## src/rtl/decode_queue_ctrl_if.sv

```systemverilog
// rtl/decode_queue_ctrl_if.sv - fetch-in / dispatch-out handshake bundle between IF and ID
interface decode_queue_ctrl_if #(
    parameter int PKT_W = 137
);
    logic [1:0]       in_valid;
    logic [PKT_W-1:0] in_pkt0;
    logic [PKT_W-1:0] in_pkt1;
    logic             in_ready;
    logic [1:0]       out_valid;
    logic [PKT_W-1:0] out_pkt0;
    logic [PKT_W-1:0] out_pkt1;
    logic [1:0]       out_accept;

    modport master (
        output in_valid, in_pkt0, in_pkt1, out_accept,
        input  in_ready, out_valid, out_pkt0, out_pkt1
    );

    modport slave (
        input  in_valid, in_pkt0, in_pkt1, out_accept,
        output in_ready, out_valid, out_pkt0, out_pkt1
    );
endinterface

```

## src/rtl/decode_queue_ctrl.sv

```systemverilog
// rtl/decode_queue_ctrl.sv - IF-to-ID circular instruction buffer with dual-slot in-order dispatch
module decode_queue_ctrl #(
    parameter int DEPTH = 8,
    parameter int PTR_W = $clog2(DEPTH)
) (
    input  logic               clk,
    input  logic               rstn,
    input  logic               flush,
    decode_queue_ctrl_if.slave q
);
    localparam int PKT_W       = 137;
    localparam int NEMPTY_BIT  = 136;
    localparam int UNKNOWN_BIT = 135;
    localparam int EXC_HI      = 102;
    localparam int EXC_LO      = 96;
    localparam logic [PTR_W:0] DEPTH_C = (PTR_W+1)'(DEPTH);
    localparam logic [PTR_W:0] TWO_C   = (PTR_W+1)'(2);

    logic [PKT_W-1:0] mem [DEPTH];
    logic [PTR_W-1:0] rd_ptr;
    logic [PTR_W-1:0] wr_ptr;
    logic [PTR_W:0]   count;

    logic [PTR_W-1:0] rd_ptr_p1;
    logic [PTR_W-1:0] wr_ptr_p1;
    logic [PKT_W-1:0] head0;
    logic [PKT_W-1:0] head1;
    logic [PKT_W-1:0] wr_data0;
    logic             ready;
    logic             do_enq;
    logic             slot_v0;
    logic             slot_v1;
    logic             real0;
    logic             real1;
    logic             wr_en0;
    logic             wr_en1;
    logic [1:0]       enq_n;
    logic [1:0]       deq_n;
    logic [1:0]       vld;
    logic [1:0]       take;

    // Unknown opcodes and any raised exception code must reach decoder 0 by themselves
    function automatic logic is_special(input logic [PKT_W-1:0] p);
        return p[UNKNOWN_BIT] | (p[EXC_HI:EXC_LO] != 7'd0);
    endfunction

    assign rd_ptr_p1 = rd_ptr + PTR_W'(1);
    assign wr_ptr_p1 = wr_ptr + PTR_W'(1);

    // Registered count only: a same-cycle dequeue earns no credit
    assign ready = (DEPTH_C - count) >= TWO_C;

    // in_valid=10 collapses to no valid slot
    assign slot_v0 = q.in_valid[0];
    assign slot_v1 = q.in_valid[0] & q.in_valid[1];
    assign real0   = slot_v0 & q.in_pkt0[NEMPTY_BIT];
    assign real1   = slot_v1 & q.in_pkt1[NEMPTY_BIT];
    assign do_enq  = rstn & ~flush & ready;

    // A lone younger packet is compacted down into the wr_ptr slot
    assign wr_data0 = real0 ? q.in_pkt0 : q.in_pkt1;
    assign wr_en0   = do_enq & (real0 | real1);
    assign wr_en1   = do_enq & real0 & real1;
    assign enq_n    = do_enq ? {real0 & real1, real0 ^ real1} : 2'd0;

    assign head0 = mem[rd_ptr];
    assign head1 = mem[rd_ptr_p1];

    always_comb begin
        vld    = 2'b00;
        vld[0] = (count != '0);
        vld[1] = (count >= TWO_C) & ~is_special(head0) & ~is_special(head1);
    end

    assign take  = q.out_accept & vld;
    assign deq_n = {take[0] & take[1], take[0] ^ take[1]};

    assign q.in_ready  = ready;
    assign q.out_valid = vld;
    assign q.out_pkt0  = vld[0] ? head0 : '0;
    assign q.out_pkt1  = vld[1] ? head1 : '0;

    always_ff @(posedge clk) begin
        if (wr_en0) begin
            mem[wr_ptr] <= wr_data0;
        end
        if (wr_en1) begin
            mem[wr_ptr_p1] <= q.in_pkt1;
        end
    end

    // Reset and flush share the same clear; any same-cycle traffic is dropped
    always_ff @(posedge clk) begin
        if (!rstn || flush) begin
            rd_ptr <= '0;
            wr_ptr <= '0;
            count  <= '0;
        end else begin
            rd_ptr <= rd_ptr + PTR_W'(deq_n);
            wr_ptr <= wr_ptr + PTR_W'(enq_n);
            count  <= count + (PTR_W+1)'(enq_n) - (PTR_W+1)'(deq_n);
        end
    end
endmodule

```

## src/flat_wrapper.sv

```systemverilog
// flat-port wrapper written by rule: the top's interface ports become plain ports
module decode_queue_ctrl_flat 
#(
    parameter int DEPTH = 8,
    parameter int PTR_W = $clog2(DEPTH)
)
  (clk, rstn, flush, q_in_valid, q_in_pkt0, q_in_pkt1, q_out_accept, q_in_ready, q_out_valid, q_out_pkt0, q_out_pkt1);
  decode_queue_ctrl_if q_i ();
  input  logic clk;
  input  logic rstn;
  input  logic flush;
  input wire logic [$bits(q_i.in_valid)-1:0] q_in_valid;
  input wire logic [$bits(q_i.in_pkt0)-1:0] q_in_pkt0;
  input wire logic [$bits(q_i.in_pkt1)-1:0] q_in_pkt1;
  input wire logic [$bits(q_i.out_accept)-1:0] q_out_accept;
  output wire logic [$bits(q_i.in_ready)-1:0] q_in_ready;
  output wire logic [$bits(q_i.out_valid)-1:0] q_out_valid;
  output wire logic [$bits(q_i.out_pkt0)-1:0] q_out_pkt0;
  output wire logic [$bits(q_i.out_pkt1)-1:0] q_out_pkt1;
  assign q_i.in_valid = q_in_valid;
  assign q_i.in_pkt0 = q_in_pkt0;
  assign q_i.in_pkt1 = q_in_pkt1;
  assign q_i.out_accept = q_out_accept;
  assign q_in_ready = q_i.in_ready;
  assign q_out_valid = q_i.out_valid;
  assign q_out_pkt0 = q_i.out_pkt0;
  assign q_out_pkt1 = q_i.out_pkt1;
  decode_queue_ctrl #(.DEPTH(DEPTH), .PTR_W(PTR_W)) u_core (.clk(clk), .rstn(rstn), .flush(flush), .q(q_i));
endmodule
```

## config.mk

```make
export PLATFORM = sky130hd
export DESIGN_NAME = decode_queue_ctrl_flat
export DESIGN_NICKNAME = d
export VERILOG_FILES = /design/src/rtl/decode_queue_ctrl_if.sv /design/src/rtl/decode_queue_ctrl.sv /design/src/flat_wrapper.sv
export SDC_FILE = /design/constraint.sdc
export NUM_CORES = 2
export LEC_CHECK = 0
export ABC_CLOCK_PERIOD_IN_PS = 12600
export CAP_MARGIN = 0
export CORE_UTILIZATION = 53
export DETAILED_ROUTE_END_ITERATION = 10
export PLACE_DENSITY_LB_ADDON = 0.12
export SKIP_LAST_GASP = 1
export SYNTH_ARGS = -nofsm -noshare
export SYNTH_HDL_FRONTEND = slang
export SYNTH_SLANG_ARGS = --single-unit
```

## constraint.sdc

```tcl
create_clock -name clk -period 12.6 [get_ports clk]
set_clock_uncertainty 0.2 [all_clocks]
set_input_delay 3.78 -clock clk [delete_from_list [all_inputs] [get_ports clk]]
set_output_delay 3.78 -clock clk [all_outputs]
set_load 0.005 [all_outputs]
```

Word-level counts from Yosys, hierarchy flattened

Memories as Yosys holds them, arrays and structs flattened. A register that Yosys moved wholly into a read port is not among the register bits.
Cells that the tools add are included.

$add $sub $neg: 7
Magnitude comparators: 2
Mux-type cells: 9
Bitwise gates (word level): 21
Reduce and logical (&&, ||, !) cells: 5

Operator list:

| kind                                                | count |
|---|---|
| 2-to-1 mux 137 bit                                  | 3 |
| nonzero test 7 bit                                  | 2 |
| AND 1 bit                                           | 12 |
| >= comparator 4 x 2 -> 1 bit, second input constant | 2 |
| adder 3 x 1 -> 3 bit, second input constant         | 2 |
| adder 3 x 2 -> 3 bit                                | 2 |
| adder 4 x 2 -> 4 bit                                | 1 |
| 2-to-1 mux 1 bit                                    | 4 |
| nonzero test 4 bit                                  | 1 |
| subtractor 4 x 2 -> 4 bit                           | 1 |
| subtractor 4 bit, first input constant              | 1 |
| 2-to-1 mux 3 bit                                    | 1 |
| NOT 1 bit                                           | 3 |
| bitwise OR 1 bit                                    | 3 |
| AND 2 bit                                           | 1 |
| 2-to-1 mux 2 bit                                    | 1 |
| bitwise XOR 1 bit                                   | 2 |
| logical NOT 1 bit                                   | 1 |
| logical OR 1 bit                                    | 1 |

Register bits: 10
RAM bits: 1096
Input port bits: 281
Output and inout port bits: 277
Word-level logic and storage cells: 48
Memories kept: 1

Memory list:

| memory     | words | bits a word | read ports | clocked after memory_dff | write ports | RTL line                | RTL |
|---|---|---|---|---|---|---|---|
| u_core.mem | 8     | 137         | 2          | 1                        | 2           | decode_queue_ctrl.sv:19 | `logic [PKT_W-1:0] mem [DEPTH];` |

Logic depth before layout (Yosys ltp)

An unclocked memory read counts as a cell.

Depth after elaboration: 10
Gate-level depth with buffers: 20
Gate-level depth less buffers: 14

Worst setup path before layout

OpenSTA, ideal clock, no wires.

Path type: input-to-reg
From: in q_in_pkt0[136]
To: mem u_core.mem[5][0], enable pin
Setup time: 0.679 ns
Arrival: 11.595 ns
Setup slack: 0.125 ns
Stages on the path: 9
Buffers on the path: 3
Cells stage by stage: and2_1 > clkbuf_1 > inv_1 > clkbuf_1 > clkbuf_1 > ha_1 > nor2_1 > nand3_1 > a21oi_1

RTL lines:

| element         | RTL line                | RTL |
|---|---|---|
| start, declared | flat_wrapper.sv:13      | `input wire logic [$bits(q_i.in_pkt0)-1:0] q_in_pkt0;` |
| end, declared   | decode_queue_ctrl.sv:19 |  |

Worst setup path in the final report

From: reg u_core.rd_ptr[0]
To: out q_out_pkt1[31]

Longest elaborated chain between the ends: 7

RTL lines:

| element                       | RTL line                | RTL |
|---|---|---|
| start, declared               | decode_queue_ctrl.sv:20 | `logic [PTR_W-1:0] rd_ptr;` |
| start signal, assigned        | decode_queue_ctrl.sv:99 | `rd_ptr <= rd_ptr + PTR_W'(deq_n);` |
| adder 3 x 1 -> 3 bit (*)      | decode_queue_ctrl.sv:47 | `assign rd_ptr_p1 = rd_ptr + PTR_W'(1);` |
| memory read (8 x 137 bit) (*) | n/a                     |  |
| nonzero test 7 bit            | decode_queue_ctrl.sv:44 | `return p[UNKNOWN_BIT] \| (p[EXC_HI:EXC_LO] != 7'd0);` |
| bitwise OR 1 bit              | decode_queue_ctrl.sv:44 |  |
| NOT 1 bit                     | decode_queue_ctrl.sv:72 | `vld[1] = (count >= TWO_C) & ~is_special(head0) & ~is_special(head1);` |
| AND 1 bit                     | decode_queue_ctrl.sv:72 |  |
| 2-to-1 mux 137 bit (*)        | decode_queue_ctrl.sv:81 | `assign q.out_pkt1 = vld[1] ? head1 : '0;` |
| end, declared                 | flat_wrapper.sv:19      | `output wire logic [$bits(q_i.out_pkt1)-1:0] q_out_pkt1;` |

Every way passes the cells marked *; elsewhere a longest branch is shown, timed or not.

==> results.py <==
metrics = {
    "run_status": {
        "status": "completed",
    },
    "timing": {
        "setup_violations": 0,
        "post-route-min-period_ns": 10.39,
        "fmax_ghz": 0.0963,
        "drv_slew": 0,
        "rsz0062_at_grt": "false",
        "fin_tns_setup_ns": 0,
        "slew_headroom_pct": 19.7,
        "final-hold-violation-count": 0,
        "fin_crit_sh_pct": 82.4,
        "worstMarginPinSlew_ns": 1.20,
    },
    "finish": {
        "seqCellArea_um2": 33100,
        "layout.nets": 4654,
        "syn_to_final_growth_pct": 16.4,
        "drive_above_1_share_pct": 44.8,
        "nFillCells": 9066,
        "stdcell_count": 6132,
        "multi_input_area_um2": 30500,
    },
    "synth": {
        "syn_avg_cell_area_um2": 16.5,
        "yosysMostFrequentCell": "edfxtp_1",
        "yosysTopAreaCell": "edfxtp_1",
        "synth_common_cells": "edfxtp_1 (1096), mux2_2 (1093), mux4_2 (537)",
        "synth_top_area_share_pct": 50.5,
        "ys_seq_area_share_pct": 50.8,
        "synth_cells": 3954,
        "synth_seq_cells": 1106,
        "async_reset_ff_share_pct": 0,
        "yosys_warnings": 0,
        "syn-cell-area_um2": 65200,
        "synthFlopType": "edfxtp_1",
        "synth_area_leaders": "edfxtp_1 (50%), mux2_2 (19%), mux4_2 (19%)",
        "synth_cell_type_count": 54,
        "synth_edf_count": 1096,
    },
    "route": {
        "wl_per_cell_um": 32.3,
        "dr.pass1.iters": 7,
        "via_count": 41122,
        "postRouteAntennaNets": 0,
        "vias_per_cell": 6.71,
        "wl_um": 198000,
        "drc_errors": 0,
        "drtIter0Drc": 4281,
    },
    "hold_path": {
        "hp-class": "flop to flop",
        "worstHoldStart": "u_core.count[3]",
        "whs_path_depth": 4,
        "whs_endpoint": "u_core.count[3]",
    },
    "critical_path": {
        "critPathArrivalTime_ns": 6.41,
        "required_ns": 8.62,
        "criticalPathCategory": "flop to output pin",
        "critical_path.max_fanout": 60,
        "timing.rr.end": "u_core.count[3]",
        "ff2ff_setup_slack_ns": 6.34,
        "slowest_stage": "dfxtp_4",
        "rr_startpoint": "u_core.rd_ptr[0]",
        "crit_path_start_kind": "flop",
        "path_common_cell": "buf_4",
        "path_cells": "ha_4 > buf_4 > a21oi_1 > mux4_2 > o21bai_4 > buf_4 > buf_4 > a2111oi_0 > clkdlybuf4s50_1",
        "rr_worst_depth": 14,
        "cp_slowest_stage_delay_ns": 1.03,
        "end_kind": "output pin",
        "startpoint": "u_core.rd_ptr[0]",
    },
    "global_route": {
        "grt_max_degree": 141,
        "grt_pass1_vias": 41890,
        "grt_usage_pct": 31.6,
        "grt_first_pass_wirelength_um": 289000,
        "antenna_found_initial": 59,
        "overflow": 0,
    },
    "clock_tree": {
        "numCtsBuffers": 119,
        "clkSlewWorstSetupHoldPaths_ns": 0.06,
        "cts_sinks": 1106,
        "post_cts_buffers": 0,
        "clock_path_buffers": 3,
        "worstSkewPairLatency_ns": 0.71,
        "cts_root_buffer": "clkbuf_16",
        "hold_buffers": 0,
        "htreeDepth": 3,
        "cts_tree": "yes",
        "cts_resized": 0,
    },
    "power_and_ir_drop": {
        "peakVddDrop_mv": 0.185,
        "p_leak_uw": 0.0227,
        "p_per_area_nw_per_um2": 140,
    },
    "place": {
        "port_buffers": 549,
        "dp_hpwl_um": 112000,
        "dp_cells": 5858,
        "gp_congestion": 0.815,
    },
    "die": {
        "rows": 128,
        "dieArea_um2": 124000,
        "die_w_um": 353,
        "die_height_um": 353,
        "start_util_pct": 53.5,
        "core_area_um2": 122000,
        "io_pins": 558,
    },
    "run": {
        "drv_cap": 0,
    },
}
through the flow:
step / setup WS [ns] / total power (µW) / util [%] / instance area [µm²] / hold slack, ns
5_1_grt: 1.85 / 11000 / 62.3 / 75900 / 0.536
3_5_place_dp: 2.93 / 7220 / 59.0 / 72000 / 0.464
6_report: 2.21 / 10600 / 62.3 / 75900 / 0.481
3_3_place_gp: 3.16 / 7210 / 59.0 / 72000 / 0.445
4_1_cts: 2.12 / 10700 / 62.2 / 75800 / 0.477
2_1_floorplan: 0.125 / 5920 / - / 65200 / 0.378
flip-flops by register name, indices dropped and copies added (netlist names):
signal and count:
u_core.count 4, u_core.wr_ptr 3, u_core.rd_ptr 3, u_core.mem 1096
worst max-delay path: cells and delay by family, from the launching register on:
kind                     cells  cell delay (ns)
flip-flops                   1             1.03
multiplexers                 1             0.51
AO/OA/AOI/OAI                3             1.02
adder cells (fa/ha/maj)      1             0.67
buffers and inverters        4             2.18
worst max path at each step:
stage / to / slack [ns] / depth (start not counted)
floorplan: u_core.mem[5][0] / 0.13 / 9
global placement: q_out_pkt1[33] / 3.16 / 9
detailed placement: q_out_pkt1[32] / 2.93 / 9
CTS: q_out_pkt1[32] / 2.12 / 9
global route: q_out_pkt1[31] / 1.85 / 9
finish: q_out_pkt1[31] / 2.21 / 9
power breakdown:
part           internal, µW  switching [µW]  leakage (µW)
Clock                  1990            1490       0.00187
Sequential             4140            45.5       0.00995
Combinational          1460            1510        0.0109
layout by cell type (no fill, tap or decap), types with 6 or more instances in the layout:
| master | instances |
|---|---|
| edfxtp_1 | 1096 |
| mux2_2 | 1093 |
| clkdlybuf4s50_1 | 549 |
| mux4_2 | 537 |
| nand2_1 | 259 |
| nor2_1 | 164 |
| mux2i_1 | 137 |
| clkbuf_16 | 124 |
| a2111oi_2 | 81 |
| buf_4 | 76 |
| diode_2 | 47 |
| a2111oi_0 | 42 |
| clkinv_1 | 36 |
| clkbuf_1 | 27 |
| clkinv_2 | 27 |
| inv_1 | 18 |
| nor3_1 | 16 |
| ha_1 | 14 |
| nand2b_1 | 10 |
| and2_1 | 10 |
| bufinv_16 | 10 |
| a21oi_1 | 9 |
| a2111oi_4 | 8 |
| a21oi_4 | 8 |
| conb_1 | 8 |
| buf_12 | 8 |
| nor4_1 | 7 |
| dfxtp_1 | 7 |
| nand3_1 | 6 |
| nor2_4 | 6 |
logic make-up after synthesis:
| family | after synthesis | share of synthesized area, % |
|---|---|---|
| simple gates | 502 | 3.17 |
| buf+inv | 380 | 2.83 |
| compound gates | 170 | 3.16 |
| other cells | 1 | 0.00575 |
| xor+xnor | 9 | 0.121 |
| mux | 1767 | 39.5 |
| fa+ha+maj | 19 | 0.411 |
| flops | 1106 | 50.8 |
layout make-up:
| type | count | share of cell area, % |
|---|---|---|
| Inverter | 19 | 0.0940 |
| Clock inverter | 76 | 0.800 |
| Multi-Input combinational cell | 2475 | 40.2 |
| Antenna cell | 47 | 0.155 |
| Timing Repair Buffer | 633 | 8.20 |
| Tap cell | 1625 | 2.68 |
| Clock buffer | 151 | 4.22 |
| Sequential cell | 1106 | 43.6 |
routing by layer:
metal  up-vias  wire length, µm  part of all wire (%)  GRT usage (%)
li1      17109                -                     -              -
met1     21661            76400                    39           41.9
met2      1942            96900                    49           51.2
met3       374            16500                   8.3           5.55
met4        36             8080                   4.1           13.9
met5         -              230                  0.12              0
(Power assumes the default switching activity.)
